[config.mk]
export PLATFORM = sky130hd
export DESIGN_NAME = dmem_arbiter_flat
export DESIGN_NICKNAME = d
export VERILOG_FILES = /design/src/rtl/dmem_arbiter_if.sv /design/src/rtl/dmem_arbiter.sv /design/src/flat_wrapper.sv
export SDC_FILE = /design/constraint.sdc
export NUM_CORES = 1
export LEC_CHECK = 0
export ABC_AREA = 0
export CORE_ASPECT_RATIO = 1.75
export CORE_MARGIN = 2
export CORE_UTILIZATION = 36
export DETAILED_ROUTE_END_ITERATION = 12
export PLACE_DENSITY = 0.79
export SYNTH_ARGS = -nofsm -noshare
export SYNTH_HDL_FRONTEND = slang
export SYNTH_SLANG_ARGS = --single-unit
[constraint.sdc]
create_clock -name clk -period 1.6 [get_ports clk]
set_clock_uncertainty 0.2 [all_clocks]
set_input_delay 0.24 -clock clk [delete_from_list [all_inputs] [get_ports clk]]
set_output_delay 0.24 -clock clk [all_outputs]
set_load 0.02 [all_outputs]
[src/rtl/dmem_arbiter_if.sv]
// Bundle of requester-side and memory-side signals for dmem_arbiter.
// slave = arbiter view, master = requesters plus the memory model.
interface dmem_arbiter_if #(
  parameter int AW = 8,
  parameter int DW = 8
);
  logic          req0, req1;
  logic          we0, we1;
  logic [AW-1:0] addr0, addr1;
  logic [DW-1:0] wdata0, wdata1;
  logic          gnt0, gnt1;
  logic          rvalid0, rvalid1;
  logic [DW-1:0] rdata;
  logic          busy;
  logic          mem_we, mem_re;
  logic [AW-1:0] mem_a;
  logic [DW-1:0] mem_wd;
  logic [DW-1:0] mem_rd;

  modport slave (
    input  req0, req1, we0, we1, addr0, addr1, wdata0, wdata1, mem_rd,
    output gnt0, gnt1, rvalid0, rvalid1, rdata, busy,
           mem_we, mem_re, mem_a, mem_wd
  );

  modport master (
    output req0, req1, we0, we1, addr0, addr1, wdata0, wdata1, mem_rd,
    input  gnt0, gnt1, rvalid0, rvalid1, rdata, busy,
           mem_we, mem_re, mem_a, mem_wd
  );
endinterface

[src/rtl/dmem_arbiter.sv]
// Two-port arbiter/sequencer for a synchronous data memory: one access at a time.
// Tie-break: fixed priority to port 0, or round-robin when DMEM_ARB_RR_EN is defined.
module dmem_arbiter #(
  parameter int AW = 8,
  parameter int DW = 8
) (
  input  logic            clk,
  input  logic            rst_n,
  dmem_arbiter_if.slave   bus
);

  localparam logic [1:0] IDLE  = 2'd0;
  localparam logic [1:0] ISSUE = 2'd1;
  localparam logic [1:0] RESP  = 2'd2;

  logic [1:0]    state;
  logic          owner;
  logic          rd_op;
  logic          gnt0, gnt1;
  logic          rvalid0, rvalid1;
  logic          mem_we, mem_re;
  logic [AW-1:0] mem_a;
  logic [DW-1:0] mem_wd;

  logic          any_req;
  logic          win1;
  logic          sel_we;
  logic [AW-1:0] sel_addr;
  logic [DW-1:0] sel_wdata;

  assign any_req = bus.req0 | bus.req1;

`ifdef DMEM_ARB_RR_EN
  // last1 = 1 means port 1 took the previous grant; reset value lets port 0 win the first tie
  logic last1;

  assign win1 = bus.req1 & (~bus.req0 | ~last1);

  always_ff @(posedge clk or negedge rst_n) begin
    if (!rst_n)
      last1 <= 1'b1;
    else if (state == IDLE && any_req)
      last1 <= win1;
  end
`else
  assign win1 = bus.req1 & ~bus.req0;
`endif

  assign sel_we    = win1 ? bus.we1    : bus.we0;
  assign sel_addr  = win1 ? bus.addr1  : bus.addr0;
  assign sel_wdata = win1 ? bus.wdata1 : bus.wdata0;

  always_ff @(posedge clk or negedge rst_n) begin
    if (!rst_n) begin
      state   <= IDLE;
      owner   <= 1'b0;
      rd_op   <= 1'b0;
      gnt0    <= 1'b0;
      gnt1    <= 1'b0;
      rvalid0 <= 1'b0;
      rvalid1 <= 1'b0;
      mem_we  <= 1'b0;
      mem_re  <= 1'b0;
      mem_a   <= '0;
      mem_wd  <= '0;
    end else begin
      gnt0    <= 1'b0;
      gnt1    <= 1'b0;
      rvalid0 <= 1'b0;
      rvalid1 <= 1'b0;
      case (state)
        IDLE: begin
          if (any_req) begin
            mem_a  <= sel_addr;
            mem_wd <= sel_wdata;
            mem_we <= sel_we;
            mem_re <= ~sel_we;
            gnt0   <= ~win1;
            gnt1   <= win1;
            owner  <= win1;
            rd_op  <= ~sel_we;
            state  <= ISSUE;
          end
        end
        ISSUE: begin
          // memory takes the access on this edge; address/data stay put
          mem_we <= 1'b0;
          mem_re <= 1'b0;
          if (rd_op) begin
            rvalid0 <= ~owner;
            rvalid1 <= owner;
            state   <= RESP;
          end else begin
            state <= IDLE;
          end
        end
        RESP:    state <= IDLE;
        default: state <= IDLE;
      endcase
    end
  end

  assign bus.gnt0    = gnt0;
  assign bus.gnt1    = gnt1;
  assign bus.rvalid0 = rvalid0;
  assign bus.rvalid1 = rvalid1;
  assign bus.rdata   = (rvalid0 | rvalid1) ? bus.mem_rd : '0;
  assign bus.busy    = (state != IDLE);
  assign bus.mem_we  = mem_we;
  assign bus.mem_re  = mem_re;
  assign bus.mem_a   = mem_a;
  assign bus.mem_wd  = mem_wd;

endmodule

[src/flat_wrapper.sv]
// flat-port wrapper written by rule: the top's interface ports become plain ports
module dmem_arbiter_flat 
#(
  parameter int AW = 8,
  parameter int DW = 8
)
  (clk, rst_n, bus_req0, bus_req1, bus_we0, bus_we1, bus_addr0, bus_addr1, bus_wdata0, bus_wdata1, bus_mem_rd, bus_gnt0, bus_gnt1, bus_rvalid0, bus_rvalid1, bus_rdata, bus_busy, bus_mem_we, bus_mem_re, bus_mem_a, bus_mem_wd);
  dmem_arbiter_if #(.AW(AW), .DW(DW)) bus_i ();
  input  logic clk;
  input  logic rst_n;
  input wire logic [$bits(bus_i.req0)-1:0] bus_req0;
  input wire logic [$bits(bus_i.req1)-1:0] bus_req1;
  input wire logic [$bits(bus_i.we0)-1:0] bus_we0;
  input wire logic [$bits(bus_i.we1)-1:0] bus_we1;
  input wire logic [$bits(bus_i.addr0)-1:0] bus_addr0;
  input wire logic [$bits(bus_i.addr1)-1:0] bus_addr1;
  input wire logic [$bits(bus_i.wdata0)-1:0] bus_wdata0;
  input wire logic [$bits(bus_i.wdata1)-1:0] bus_wdata1;
  input wire logic [$bits(bus_i.mem_rd)-1:0] bus_mem_rd;
  output wire logic [$bits(bus_i.gnt0)-1:0] bus_gnt0;
  output wire logic [$bits(bus_i.gnt1)-1:0] bus_gnt1;
  output wire logic [$bits(bus_i.rvalid0)-1:0] bus_rvalid0;
  output wire logic [$bits(bus_i.rvalid1)-1:0] bus_rvalid1;
  output wire logic [$bits(bus_i.rdata)-1:0] bus_rdata;
  output wire logic [$bits(bus_i.busy)-1:0] bus_busy;
  output wire logic [$bits(bus_i.mem_we)-1:0] bus_mem_we;
  output wire logic [$bits(bus_i.mem_re)-1:0] bus_mem_re;
  output wire logic [$bits(bus_i.mem_a)-1:0] bus_mem_a;
  output wire logic [$bits(bus_i.mem_wd)-1:0] bus_mem_wd;
  assign bus_i.req0 = bus_req0;
  assign bus_i.req1 = bus_req1;
  assign bus_i.we0 = bus_we0;
  assign bus_i.we1 = bus_we1;
  assign bus_i.addr0 = bus_addr0;
  assign bus_i.addr1 = bus_addr1;
  assign bus_i.wdata0 = bus_wdata0;
  assign bus_i.wdata1 = bus_wdata1;
  assign bus_i.mem_rd = bus_mem_rd;
  assign bus_gnt0 = bus_i.gnt0;
  assign bus_gnt1 = bus_i.gnt1;
  assign bus_rvalid0 = bus_i.rvalid0;
  assign bus_rvalid1 = bus_i.rvalid1;
  assign bus_rdata = bus_i.rdata;
  assign bus_busy = bus_i.busy;
  assign bus_mem_we = bus_i.mem_we;
  assign bus_mem_re = bus_i.mem_re;
  assign bus_mem_a = bus_i.mem_a;
  assign bus_mem_wd = bus_i.mem_wd;
  dmem_arbiter #(.AW(AW), .DW(DW)) u_core (.clk(clk), .rst_n(rst_n), .bus(bus_i));
endmodule
==> results.yml, run 1 <==
timing:
  finalSetupViolCount: 2
  rsz0062_at_grt: "yes"
  fmax_mhz: 609
  period_needed_ps: 1640
  fin_ws_ps: -41.9
  hold_viol: 0
  drv_slew: 0
  final.setup.tns_ps: -78.1
  tightestPinTransition_ps: 339
  fin_crit_sh: 1.03
  relSlewSlack: 0.774
placement:
  gp_congestion: 0.737
  place_inst: 231
  hpwlAfterDp_mm: 2.83
  placement.io_buffers: 76
yosys:
  synth_largest_area_cell: "dfrtp_1"
  ys_warn_count: 0
  ys_seq_area_frac: 0.536
  yosysUniqueCellTypes: 17
  synthCells: 110
  syn_avg_cell_area_sq_um: 11.0
  ys_ff_latch: 26
  synth.top_cell.area_share: 0.536
  synth_area_sq_um: 1210
  synth_area_leaders: "dfrtp_1, a21oi_1, mux2i_1"
  syn-num-nets: 156
routing:
  dr.first_iter.drc_count: 19
  drcViolationCount: 0
  wl_mm: 3.63
  first_pass_iters: 4
  routed_via_density: 4.87
  vias: 1155
  wl_per_cell_microns: 15.3
  postRouteAntennaNets: 0
pwr:
  power_density_nw_per_um2: 1720
  p_total_uw: 3580
  ir_drop_mv: 0.969
  p_leak_uw: 0.000991
floorplan:
  std_cell_rows: 27
  fp.dieW_microns: 47.9
  fp.coreArea_sq_um: 3180
  dieArea_sq_um: 3870
  start_util: 0.382
  die_y_microns: 80.8
  io_pins: 77
global_route:
  grt_first_pass_wirelength_mm: 5.49
  grt_overflow_total: 0
  grt_use_total: 0.194
  grt_start_max_net_pins: 27
  antenna_found_initial: 0
  grt_pass1_vias: 1241
clock_network:
  clock-sinks: 26
  cts_buffer_depth: 2
  holdBufCountCts: 0
  insertion_delay_ps: 270
  clkSlewWorstSetupHoldPaths_ps: 90
  cts_tree: "yes"
  cts_buffers: 3
  root_buffer: "clkbuf_8"
  htreeDepth: 1
critical_path:
  rr_worst_depth: 5
  arrival_ps: 1200
  crit_path_end_kind: "output port"
  worstPathRequired_ps: 1160
  path_max_fanout: 8
  start_kind: "register"
  crit_type: "reg -> out"
final_layout:
  syn_to_final_growth_pct: 71.2
  layout_common_cells: "clkdlybuf4s50_1, a21oi_1, dfrtp_1"
  antennaDiodeCount: 0
  layout_commonest_cell: "clkdlybuf4s50_1"
  final_layout_size_suffix_gt1_frac: 0.155
  fin_nets: 241
  layout.cells.non_filler: 237
status:
  status: "complete, but fails checks"
  violations: "negative setup slack"
worst_hold_path:
  holdCritPathClass: "in -> async"
flow_run:
  cap_violations: 0
-- final timing paths --
kind	slack (ps)	startpoint	to
max in group asynchronous	800	rst_n	u_core.bus.mem_a[7]
worst min register to register	300	u_core.owner	u_core.bus.rvalid0
worst max-delay path	-40	u_core.bus.rvalid1	bus_rdata[2]
worst min-delay path	150	rst_n	u_core.bus.mem_re
min in group clk	300	u_core.owner	u_core.bus.rvalid0
worst max register to register	110	u_core.state[1]	u_core.bus.mem_we
-- per-stage QoR --
stage	util	hold WS [ps]	setup WS, ps	instance area [sq um]
6_report	0.654	148	-41.9	2080
3_5_place_dp	0.643	258	-309	2040
4_1_cts	0.653	153	-47.7	2070
2_1_floorplan	-	-256	124	1210
5_1_grt	0.654	184	-109	2080
3_3_place_gp	0.643	250	-274	2040
-- sequential cells by signal, indices dropped and copies added (netlist names) --
signal              cells
u_core.bus.gnt0         1
u_core.bus.gnt1         1
u_core.bus.mem_a        8
u_core.bus.mem_re       1
u_core.bus.mem_wd       8
u_core.bus.mem_we       1
u_core.bus.rvalid0      1
u_core.bus.rvalid1      1
u_core.owner            1
u_core.rd_op            1
u_core.state            2
-- Yosys cell counts --
cell type  instances
a211oi_1           1
a21oi_1           34
and2_1             2
and2_4             1
and3_1             1
buf_4              2
buf_6              3
clkbuf_1           3
dfrtp_1           26
inv_1              1
mux2_2             1
mux2_4             1
mux2i_1           17
nor2_1             4
nor2b_1           11
or2_1              1
or2b_1             1
-- power breakdown --
part / total (uW) / switching [uW] / leakage [uW] / internal [uW]
Sequential: 1130 / 167 / 0.000304 / 961
Clock: 537 / 202 / 0.0000357 / 334
Combinational: 1910 / 1080 / 0.000651 / 831
Total: 3580 / 1450 / 0.000991 / 2130
-- repair_timing --
item | 4_1_cts | 5_1_grt
gates resized for setup | 60 | 6
setup endpoints to repair | 31 | 9
buffers inserted | 2 | 0
-- routing by layer --
metal | vias up | track usage | wire (microns)
met2 | 46 | 0.352 | 2060
met5 | - | 0 | 0
met4 | 0 | 0.0649 | 44
li1 | 549 | - | -
met1 | 554 | 0.219 | 1310
met3 | 6 | 0.0267 | 219
-- critical path: stages, from the launching register on --
cell,delay (ps)
dfrtp_1,410
nor2_4,200
buf_4,140
nor2b_1,30
buf_4,150
-- area by class of cell --
type                            instances  area (sq um)
Clock inverter                          1          30.0
Multi-Input combinational cell         75           509
Tap cell                               43          53.8
Inverter                                1          3.75
Clock buffer                            3          41.3
Sequential cell                        26           651
Fill cell                             281          1100
Timing Repair Buffer                   88           790
-- cell families (layout without fill, tap and decap cells) --
| logic type | count (synthesis) | in the layout | synth area share |
|---|---|---|---|
| AOI/OAI and AO/OA | 35 | 35 | 0.146 |
| buffers and inverters | 9 | 93 | 0.0526 |
| DFF | 26 | 26 | 0.536 |
| muxes | 19 | 19 | 0.162 |
| and+or+nand+nor | 21 | 21 | 0.103 |
No activity file was read; power rests on OpenSTA's default activity.
==> inputs of run 2 (changes only) <==
--- a/config.mk
+++ b/config.mk
@@ -9,6 +9,7 @@
 export CORE_ASPECT_RATIO = 1.75
 export CORE_MARGIN = 2
 export CORE_UTILIZATION = 36
+export CTS_CLUSTER_DIAMETER = 150
 export DETAILED_ROUTE_END_ITERATION = 12
 export PLACE_DENSITY = 0.79
 export SYNTH_ARGS = -nofsm -noshare
==> results of run 2 <==
The final DEF is identical to that of run 1; final timing and power are the same.
==> inputs of run 3 (changes only) <==
--- a/config.mk
+++ b/config.mk
@@ -8,10 +8,12 @@
 export ABC_AREA = 0
 export CORE_ASPECT_RATIO = 1.75
 export CORE_MARGIN = 2
-export CORE_UTILIZATION = 36
+export CORE_UTILIZATION = 45
 export CTS_CLUSTER_DIAMETER = 150
 export DETAILED_ROUTE_END_ITERATION = 12
-export PLACE_DENSITY = 0.79
+export DONT_BUFFER_PORTS = 1
+export PLACE_DENSITY = 0.6
+export SLEW_MARGIN = 5
 export SYNTH_ARGS = -nofsm -noshare
 export SYNTH_HDL_FRONTEND = slang
 export SYNTH_SLANG_ARGS = --single-unit
==> run 3 against run 2 <==
  * The run ends with negative hold slack left
  * Clock power about the same
  * Utilization up 1.4 points
  * Setup slack gained 81 ps
  * Wire length shrank 17%
  * Final area shrank 19%
  * Sequential share of layout area increased by 7.3 points
  * Cell count down 26%
  * Hold slack lost 170 ps
  * Via count shrank 15%
==> results.yml, run 3 (same netlist as run 1, synthesis figures left out) <==
final_layout:
  antennaDiodeCount: 0
  layout_commonest_cell: "a21oi_1"
  fill_cells: 194
  layout_common_cells: "a21oi_1, dlygate4sd3_1, dfrtp_1"
  final_layout_size_suffix_gt1_frac: 0.173
  multi_input_area_sq_um: 509
  fin_nets: 197
  top_regs: "u_core.bus.mem_a x8, u_core.bus.mem_wd x8, u_core.state x2"
  regArea_sq_um: 651
  syn_to_final_growth_pct: 38.9
  layout.cells.non_filler: 176
  utilization: 0.668
global_route:
  grt_use_total: 0.206
  grt_pass1_vias: 1066
  antenna_found_initial: 0
  grt_first_pass_wirelength_mm: 4.85
  grt_start_max_net_pins: 27
  grt_overflow_total: 0
flow_run:
  cap_violations: 0
clock_network:
  root_buffer: "clkbuf_8"
  clkSlewWorstSetupHoldPaths_ps: 90
  cts_buffer_depth: 2
  cts_tree: "yes"
  clock-sinks: 26
  cts_buffers: 3
  insertion_delay_ps: 270
  htreeDepth: 1
critical_path:
  rr_startpoint: "u_core.state[1]"
  crit_path_end_kind: "register"
  crit_buf_inv: 2
  path_max_fanout: 1
  startpoint: "bus_addr1[6]"
  arrival_ps: 1520
  max_stage_delay_ps: 570
  cp_num_cells: 4
  crit_type: "in -> reg"
  crit_chain: "dlygate4sd3_1 -> mux2i_1 -> dlygate4sd3_1 -> a21oi_1"
  worstPathRequired_ps: 1560
  cpLargestDelayFamily: "buffers and inverters"
  cp-endpoint: "u_core.bus.mem_a[6]"
  rr_endpoint: "u_core.bus.mem_re"
  crit_path_top_delay_cell: "dlygate4sd3_1"
  path_common_cell: "dlygate4sd3_1"
  start_kind: "input port"
  r2r_slack_ps: 110
  rr_worst_depth: 4
routing:
  postRouteAntennaNets: 0
  vias: 987
  routed_via_density: 5.61
  wl_per_cell_microns: 17.2
  drcViolationCount: 0
  first_pass_iters: 4
  wl_mm: 3.02
  dr.first_iter.drc_count: 23
floorplan:
  start_util: 0.481
  io_pins: 77
  fp.coreArea_sq_um: 2520
  dieArea_sq_um: 3140
  die_y_microns: 72.7
  std_cell_rows: 24
  fp.dieW_microns: 43.3
timing:
  fmax_mhz: 641
  fin_crit_sh: 0.976
  period_needed_ps: 1560
  hold_viol: 1
  fin_hold_ws_ps: -18.2
  finalSetupViolCount: 0
  relSlewSlack: 0.718
  rsz0062_at_grt: "no"
  tightestPinTransition_ps: 422
  final.setup.tns_ps: 0
  drv_slew: 0
worst_hold_path:
  min_path_cells: 2
  holdCritPathClass: "in -> reg"
pwr:
  ir_drop_mv: 0.998
  p_total_uw: 3230
  p_leak_uw: 0.000800
  power_density_nw_per_um2: 1910
placement:
  hpwlAfterDp_mm: 1.84
  placement.io_buffers: 0
  gp_congestion: 0.730
  place_inst: 137
status:
  status: "complete, but fails checks"
  violations: "negative hold slack"
==> run 3: cell count changes in the layout (fill, tap and decap cells not counted), moves of 2 or more <==
cell,change
dlygate4sd3_1,+28
dlygate4sd2_1,-21
buf_4,-4
buf_6,+2
clkdlybuf4s50_1,-45
buf_2,-4
==> run 3: area by class of cell <==
cell class,instances,area share
inverters,1,0.00223
clock inverters,1,0.0178
flip-flops and latches,26,0.386
well taps,26,0.0193
multi-input cells,75,0.302
clock buffers,3,0.0245
repair buffers,44,0.248
==> run 3: how the worst min path moves through the flow <==
stage	from	endpoint	slack, ps
final	bus_addr0[5]	u_core.bus.mem_a[5]	-20
after global routing	bus_wdata1[0]	u_core.bus.mem_wd[0]	20
after CTS	bus_wdata0[4]	u_core.bus.mem_wd[4]	1
after detailed placement	rst_n	u_core.bus.mem_a[2]	-250
after global placement	rst_n	u_core.bus.mem_a[2]	-250
after floorplan	rst_n	u_core.bus.gnt0	-260
==> run 3: metrics by stage <==
stage / cell area [sq um] / setup slack [ps]
5_1_grt: 1690 / 0.722
4_1_cts: 1680 / 37.8
3_5_place_dp: 1250 / 145
3_3_place_gp: 1250 / 196
6_report: 1690 / 38.9
2_1_floorplan: 1210 / 124
==> run 3: timing repair <==
action / in CTS / in global routing
buffers inserted: 2 / 3
pin swaps: 1 / 1
gates cloned: 1 / 0
hold buffers: 31 / 0
setup endpoints to repair: 9 / 5
resized for setup: 4 / 2
hold endpoints to repair: 42 / 0
==> run 3: power breakdown <==
part	internal [uW]	switching (uW)
registers	961	511
logic	557	658
clock network	335	204
total	1850	1370
==> run 3: metal layers <==
metal	vias up	share of wire	track usage
met5	-	0	0
li1	461	-	-
met1	471	0.36	0.216
met2	51	0.56	0.391
met4	0	0.016	0.0808
met3	4	0.064	0.0371
